==> config.mk <==
export PLATFORM = sky130hd
export DESIGN_NAME = alu_sequencer
export DESIGN_NICKNAME = d
export VERILOG_FILES = /design/src/rtl/alu_sequencer_pkg.sv /design/src/rtl/alu_sequencer_regfile8x16.sv /design/src/rtl/alu_sequencer.sv
export SDC_FILE = /design/constraint.sdc
export NUM_CORES = 1
export LEC_CHECK = 0
export BUFFER_PORTS_ARGS = -buffer_cell sky130_fd_sc_hd__buf_4
export CAP_MARGIN = 10
export CORE_MARGIN = 2
export CORE_UTILIZATION = 62
export CTS_BUF_LIST = sky130_fd_sc_hd__clkbuf_8
export DETAILED_ROUTE_END_ITERATION = 12
export PLACE_DENSITY = 0.83
export SKIP_CTS_REPAIR_TIMING = 1
export SLEW_MARGIN = 25
export SYNTH_ARGS = -nofsm -noshare
export SYNTH_HDL_FRONTEND = slang
export SYNTH_SLANG_ARGS = --single-unit
==> constraint.sdc <==
create_clock -name clk -period 3.2 [get_ports clk]
set_clock_uncertainty 0.05 [all_clocks]
set_input_delay 0.16 -clock clk [delete_from_list [all_inputs] [get_ports clk]]
set_output_delay 0.16 -clock clk [all_outputs]
set_load 0.02 [all_outputs]
==> src/rtl/alu_sequencer_pkg.sv <==
// alu_sequencer_pkg: shared encodings, FSM states and the operand shifter
package alu_sequencer_pkg;

   localparam int W    = 16;
   localparam int NREG = 8;

   localparam logic [2:0] OPC_MOV = 3'b110;
   localparam logic [2:0] OPC_ALU = 3'b101;

   localparam logic [1:0] OP_MOV_IMM = 2'b10;
   localparam logic [1:0] OP_MOV_REG = 2'b00;
   localparam logic [1:0] OP_CMP     = 2'b01;

   localparam logic [1:0] SH_LSL = 2'b01;
   localparam logic [1:0] SH_LSR = 2'b10;
   localparam logic [1:0] SH_ASR = 2'b11;

   localparam logic [1:0] ALU_ADD = 2'b00;

   typedef enum logic [2:0] {
      S_WAIT      = 3'd0,
      S_DECODE    = 3'd1,
      S_WRITE_IMM = 3'd2,
      S_GET_A     = 3'd3,
      S_GET_B     = 3'd4,
      S_EXEC      = 3'd5,
      S_WRITE_C   = 3'd6
   } state_t;

   // One-bit shift of operand B; code 00 passes the value through unchanged
   function automatic logic [W-1:0] shift(input logic [W-1:0] v, input logic [1:0] sh);
      return sh == SH_LSL ? {v[W-2:0], 1'b0} :
             sh == SH_LSR ? {1'b0, v[W-1:1]} :
             sh == SH_ASR ? {v[W-1], v[W-1:1]} : v;
   endfunction

endpackage

==> src/rtl/alu_sequencer_regfile8x16.sv <==
// regfile8x16: 8x16 register file, one synchronous write port, two asynchronous read ports
import alu_sequencer_pkg::*;

module regfile8x16 (
   input  logic         clk,
   input  logic         reset,
   input  logic         we,
   input  logic [2:0]   wa,
   input  logic [W-1:0] wd,
   input  logic [2:0]   ra1,
   input  logic [2:0]   ra2,
   output logic [W-1:0] rd1,
   output logic [W-1:0] rd2
);

   logic [W-1:0] r [NREG];

   assign rd1 = r[ra1];
   assign rd2 = r[ra2];

   // Clear every register on reset, otherwise write the addressed one when enabled
   always_ff @(posedge clk) begin
      if (reset) begin
         for (int i = 0; i < NREG; i++) r[i] <= '0;
      end else if (we) begin
         r[wa] <= wd;
      end
   end

endmodule

==> src/rtl/alu_sequencer.sv <==
// alu_sequencer: decodes one instruction, stages operands to the external ALU and writes back
import alu_sequencer_pkg::*;

module alu_sequencer (
   input  logic         clk,
   input  logic         reset,
   input  logic         s,
   input  logic [15:0]  in,
   output logic         w,
   output logic [W-1:0] alu_a,
   output logic [W-1:0] alu_b,
   output logic [1:0]   alu_op,
   input  logic [W-1:0] alu_c,
   input  logic         alu_z,
   output logic         status,
   output logic [W-1:0] datapath_out
);

   state_t       state, next;
   logic [15:0]  ir;
   logic [W-1:0] a, b, c, rd1, rd2;

   wire [2:0] opc  = ir[15:13];
   wire [1:0] op   = ir[12:11];
   wire [2:0] rn   = ir[10:8];
   wire [2:0] rd   = ir[7:5];
   wire [1:0] sh   = ir[4:3];
   wire [2:0] rm   = ir[2:0];
   wire [7:0] imm8 = ir[7:0];

   wire mov_imm = opc == OPC_MOV && op == OP_MOV_IMM;
   wire mov_reg = opc == OPC_MOV && op == OP_MOV_REG;
   wire alu_ins = opc == OPC_ALU;
   wire is_cmp  = alu_ins && op == OP_CMP;

   wire write_imm = state == S_WRITE_IMM;

   // Immediate writes target Rn; ALU results held in C target Rd
   regfile8x16 u_rf (
      .clk   (clk),
      .reset (reset),
      .we    (write_imm || state == S_WRITE_C),
      .wa    (write_imm ? rn : rd),
      .wd    (write_imm ? {{8{imm8[7]}}, imm8} : c),
      .ra1   (rn),
      .ra2   (rm),
      .rd1   (rd1),
      .rd2   (rd2)
   );

   assign alu_a        = mov_reg ? '0 : a;
   assign alu_b        = shift(b, sh);
   assign alu_op       = mov_reg ? ALU_ADD : op;
   assign datapath_out = c;

   // State register; reset abandons any in-flight instruction
   always_ff @(posedge clk) begin
      if (reset) state <= S_WAIT;
      else       state <= next;
   end

   // Next-state and handshake output
   always_comb begin
      next = state;
      w    = state == S_WAIT;
      case (state)
         S_WAIT:      next = s ? S_DECODE : S_WAIT;
         S_DECODE:    next = mov_imm ? S_WRITE_IMM : (mov_reg || alu_ins) ? S_GET_A : S_WAIT;
         S_GET_A:     next = S_GET_B;
         S_GET_B:     next = S_EXEC;
         S_EXEC:      next = is_cmp ? S_WAIT : S_WRITE_C;
         default:     next = S_WAIT;
      endcase
   end

   // Instruction latch, operand staging and result/flag capture
   always_ff @(posedge clk) begin
      if (reset) begin
         ir     <= '0;
         a      <= '0;
         b      <= '0;
         c      <= '0;
         status <= 1'b0;
      end else begin
         if (state == S_WAIT && s) ir <= in;
         if (state == S_GET_A) a <= rd1;
         if (state == S_GET_B) b <= rd2;
         if (state == S_EXEC) c <= alu_c;
         if (state == S_EXEC && is_cmp) status <= alu_z;
      end
   end

endmodule
# Word-level counts from Yosys, hierarchy flattened

Memory sizes are Yosys's and may differ from the RTL's. A register that Yosys moved wholly into a read port is not among the register bits.
Index checks and enable logic that the tools add are counted.

Latch bits: 0
Word-level logic and storage cells: 48
Bits in writable memories: 128
Memory bits (read-only): 0
Memories kept: 1
Register bits: 36
Output and inout bits: 52
Bits of input ports: 36

Shift-type cells: 0
Eq/ne operators: 13
Bitwise operators: 0
Div/mod/pow operators: 0
$add $sub $neg: 0
Reductions and logical operators: 10
$mul: 0
Order comparisons: 0
Mux-type cells: 20

Memory list:

| name   | depth | bits a word | rd ports | clocked after memory_dff | wr ports | RTL line                        | source |
|---|---|---|---|---|---|---|---|
| u_rf.r | 8     | 16          | 2        | 2                        | 8        | alu_sequencer_regfile8x16.sv:16 | `logic [W-1:0] r [NREG];` |

Operators with widths:

| kind                                                 | count |
|---|---|
| 2-to-1 mux 16 bit                                    | 5 |
| OR reduction 16 bit                                  | 1 |
| equality test 3 bit (second input constant)          | 5 |
| 2-to-1 mux 15 bit                                    | 1 |
| case mux 3 bit (5 select lines)                      | 1 |
| 2-to-1 mux 3 bit                                     | 3 |
| 2-to-1 mux 1 bit                                     | 7 |
| equality test 2 bit (second input constant)          | 3 |
| equality test 3 x 2 -> 1 bit (second input constant) | 2 |
| 2-to-1 mux 2 bit                                     | 3 |
| logical AND 1 bit                                    | 5 |
| equality test 2 x 1 -> 1 bit (second input constant) | 2 |
| equality test 3 x 1 -> 1 bit (second input constant) | 1 |
| logical NOT 3 bit                                    | 1 |
| logical NOT 2 bit                                    | 1 |
| logical OR 1 bit                                     | 2 |

# Longest topological paths before layout

Word-level depth: 7
Mapped depth: 7
Mapped depth without buffers: 4

# Hierarchy

Synthesis repeated with hierarchy kept, for this count alone.

Cell total of the unflattened synthesis: 841
Area total of the unflattened synthesis: 10162.2 sq um

By module, submodules not included:

| module        | instances | sequential area each (sq um) | cells each | area an instance (sq um) |
|---|---|---|---|---|
| regfile8x16   | 1         | 3843.7                       | 430        | 6974.2 |
| alu_sequencer | 1         | 1361.3                       | 411        | 3188.1 |

# Worst setup path before layout

No wires, ideal clock.

Path kind: flip-flop to flip-flop
From: reg state[1]
To: mem u_rf.r[4][0] (enable)
Path buffers: 3
Library setup time: 392 ps
Path slack: 688 ps
Stages on the path, launching flop included: 7
Data required time: 2758 ps
Period minus slack after synthesis: 2512 ps
Data arrival time: 2070 ps
Cells stage by stage: dfxtp_1 > buf_2 > nor4bb_1 > buf_2 > a21oi_1 > buf_2 > o21bai_1

RTL lines:

| what                     | RTL line                        | source |
|---|---|---|
| start: declaration       | alu_sequencer.sv:19             | `state_t state, next;` |
| start signal: assignment | alu_sequencer.sv:59             | `else state <= next;` |
| end: declaration         | alu_sequencer_regfile8x16.sv:16 |  |

==> results.yml <==
run_status:
  status: "finished, violations left"
  violations: "negative hold slack"
global_routing:
  antenna_found_initial: 0
  grt_max_degree: 66
  grt_pass1_vias: 7336
  grt_pass1_wl_um: 39600
  groute.usage.overall: 0.320
  overflow: 0
floorplan:
  num_rows: 45
  die_h_um: 129
  initial_utilization: 0.636
  die_area_mm2: 0.0166
  ios: 88
  core-area_mm2: 0.0152
  die_w_um: 129
power_and_ir_drop:
  p_leak_nw: 3.92
  p_per_area_mw_per_mm2: 464
  total_power_mw: 5.26
  ir_drop_mv: 0.312
critical_path:
  worstSetupStartpointType: "register"
  end_kind: "register"
  crit_start: "state[1]"
  timing.rr.end: "u_rf.r[2][4]"
  r2r_start: "state[1]"
  r2r_setup_slack_ns: 0.40
  critPathRequiredTime_ns: 3.34
  cp-endpoint: "u_rf.r[2][4]"
  worstSetupPathType: "register to register"
  reg2regPathDepth: 4
  cpMaxStageDelayCell: "o21bai_1"
  cp_max_fo: 14
  arrival_ns: 2.94
  critPathBufInv: 1
  crit_chain: "or3b_4 -> a21o_1 -> o21bai_1 -> buf_4"
  crit_cells: 4
  slowest_delay_ns: 0.84
  cp_top_family: "compound AO/OA/AOI/OAI gates"
final_layout:
  fin_cells: 1248
  final_common_cell: "nand2_1"
  final_nets: 1083
  drive_gt1_frac: 0.160
  area_growth_pct: 17.4
  antenna_cells: 0
  final_cell_mix: "nand2_1, mux2i_1, nor2_1, edfxtp_1, buf_4"
clock_tree:
  cts_buffer_depth: 2
  cts_buffers: 17
  clkTransAtPathRegs_ns: 0.09
  h-tree-depth: 4
  cts.sinks: 196
  clk_latency_ns: 0.48
  cts_tree: "yes"
  root_buffer: "clkbuf_8"
yosys:
  syn-num-nets: 983
  ys_warn_count: 0
  muxShareOfSynthArea: 0.158
  yosysUniqueCellTypes: 38
  synth_xor_area_frac: 0
  ys_seq_area_frac: 0.539
  ys_ff_latch: 196
  synthSimpleGateAreaFrac: 0.148
  syn_area_mm2: 0.00966
  synth_cells: 947
  synth_top_family_by_area: "multiplexers"
  synth-adder-area-share: 0
  synth-compound-area-share: 0.122
  avgSynthCellArea_um2: 10.2
timing:
  drv_slew: 0
  hold_slack_ns: -0.0251
  period_needed_ns: 2.80
  final_hold_viol_count: 1
  tightest_slew_ns: 1.16
  relSlewSlack: 0.225
  fin_tns_setup_ns: 0
  finalCritPeriodShare: 0.875
  finalSetupViolations: 0
  rsz0062_at_grt: "no"
  fmax_mhz: 357
detailed_routing:
  wire_per_inst_um: 21.7
  drt_iter0_markers: 1073
  ant_nets: 0
  avgViaCountPerCell: 6.30
  firstDrtPassIters: 6
  num_vias: 7861
  wirelength_um: 27100
  drc_errors: 0
placed_design:
  port_buffers: 87
  place_congestion: 0.853
  place_inst: 1183
  dp_hpwl_um: 17300
worst_hold_path:
  min_path_type: "input port to register"
run:
  drv_cap: 0
## power by group
group          total [mW]  leakage (nW)  switching, mW  internal [mW]
logic               0.492          1.80          0.281          0.212
registers            2.83          1.87         0.0795           2.75
clock network        1.94         0.244          0.888           1.05
total                5.26          3.92           1.25           4.02
## cell type report
type                            instances  area, um2
Sequential cell                       196       5210
Timing Repair Buffer                  154       1250
Clock buffer                           19        262
Tap cell                              188        235
Multi-Input combinational cell        675       4140
Fill cell                            1041       3850
Clock inverter                         13        230
Inverter                                3       11.3
## sequential cells by signal, indices dropped and copies added (netlist names)
signal,cells
state,3
a,16
ir,16
datapath_out,16
b,16
status,1
u_rf.r,128
## worst min-delay path, stage by stage
cell      delay (ns)
buf_4           0.09
o21ai_0         0.06
a21boi_0        0.14
## how the worst min path moves through the flow
stage	startpoint	to	slack [ns]	cells past startpoint
2_1_floorplan	in[13]	ir[13]	0.25	2
3_3_place_gp	in[12]	ir[12]	0.36	3
3_5_place_dp	alu_c[4]	datapath_out[4]	0.36	3
4_1_cts	in[14]	ir[14]	-0.15	3
5_1_grt	s	state[0]	-0.0002	3
6_report	s	state[0]	-0.03	3
## metal layers
layer,wire [um],vias to the layer above,track usage,part of all wire
met3,3160,74,0.0690,0.12
met2,12300,534,0.478,0.45
met4,955,0,0.151,0.035
li1,-,3574,-,-
met1,10700,3679,0.452,0.39
met5,0,-,0,0
## per-stage QoR
| stage | hold WS, ns | worst slack (ns) | instance area (um2) | util |
|---|---|---|---|---|
| after global placement | 0.357 | 0.534 | 10500 | 0.692 |
| after floorplan | 0.246 | 0.688 | 9660 | - |
| final | -0.0251 | 0.400 | 11300 | 0.747 |
| after CTS | -0.148 | 0.463 | 11000 | 0.724 |
| after detailed placement | 0.364 | 0.477 | 10500 | 0.692 |
| after global routing | -0.000177 | 0.311 | 11300 | 0.747 |
## cell usage after synthesis
cell type / n / area share
or3b_1: 1 / 0.00091
nor3b_4: 1 / 0.0019
a32o_1: 16 / 0.017
or3b_4: 1 / 0.0012
clkbuf_1: 43 / 0.017
nor2_1: 136 / 0.053
and3_1: 2 / 0.0013
nand3b_1: 1 / 0.00078
o21bai_1: 8 / 0.0062
a22o_1: 2 / 0.0018
o31ai_1: 1 / 0.00078
nor3_1: 1 / 0.00052
buf_1: 5 / 0.0019
nand2b_1: 10 / 0.0065
nand2_1: 150 / 0.058
nor3b_1: 2 / 0.0016
nor4bb_1: 2 / 0.0021
buf_2: 24 / 0.012
o21ai_0: 32 / 0.017
and3b_1: 1 / 0.00091
o21ai_1: 3 / 0.0016
nand3_1: 2 / 0.0010
inv_1: 3 / 0.0012
nor2b_1: 5 / 0.0032
mux2i_1: 144 / 0.15
edfxtp_1: 128 / 0.40
a22oi_1: 48 / 0.037
buf_6: 1 / 0.0012
and2_1: 20 / 0.013
nor3b_2: 1 / 0.0013
or2_2: 1 / 0.00065
a31oi_1: 2 / 0.0013
a31o_2: 1 / 0.00091
a21o_1: 2 / 0.0016
dfxtp_1: 68 / 0.14
mux2_2: 8 / 0.0093
a21boi_0: 1 / 0.00078
a21oi_1: 70 / 0.036
## cells by family (layout without fill, tap and decap cells)
logic type	Yosys count	after routing
simple gates	337	337
compound gates	186	186
buf+inv	76	189
flops	196	196
mux	152	152
Note: power is estimated with default switching activity, not from simulation.
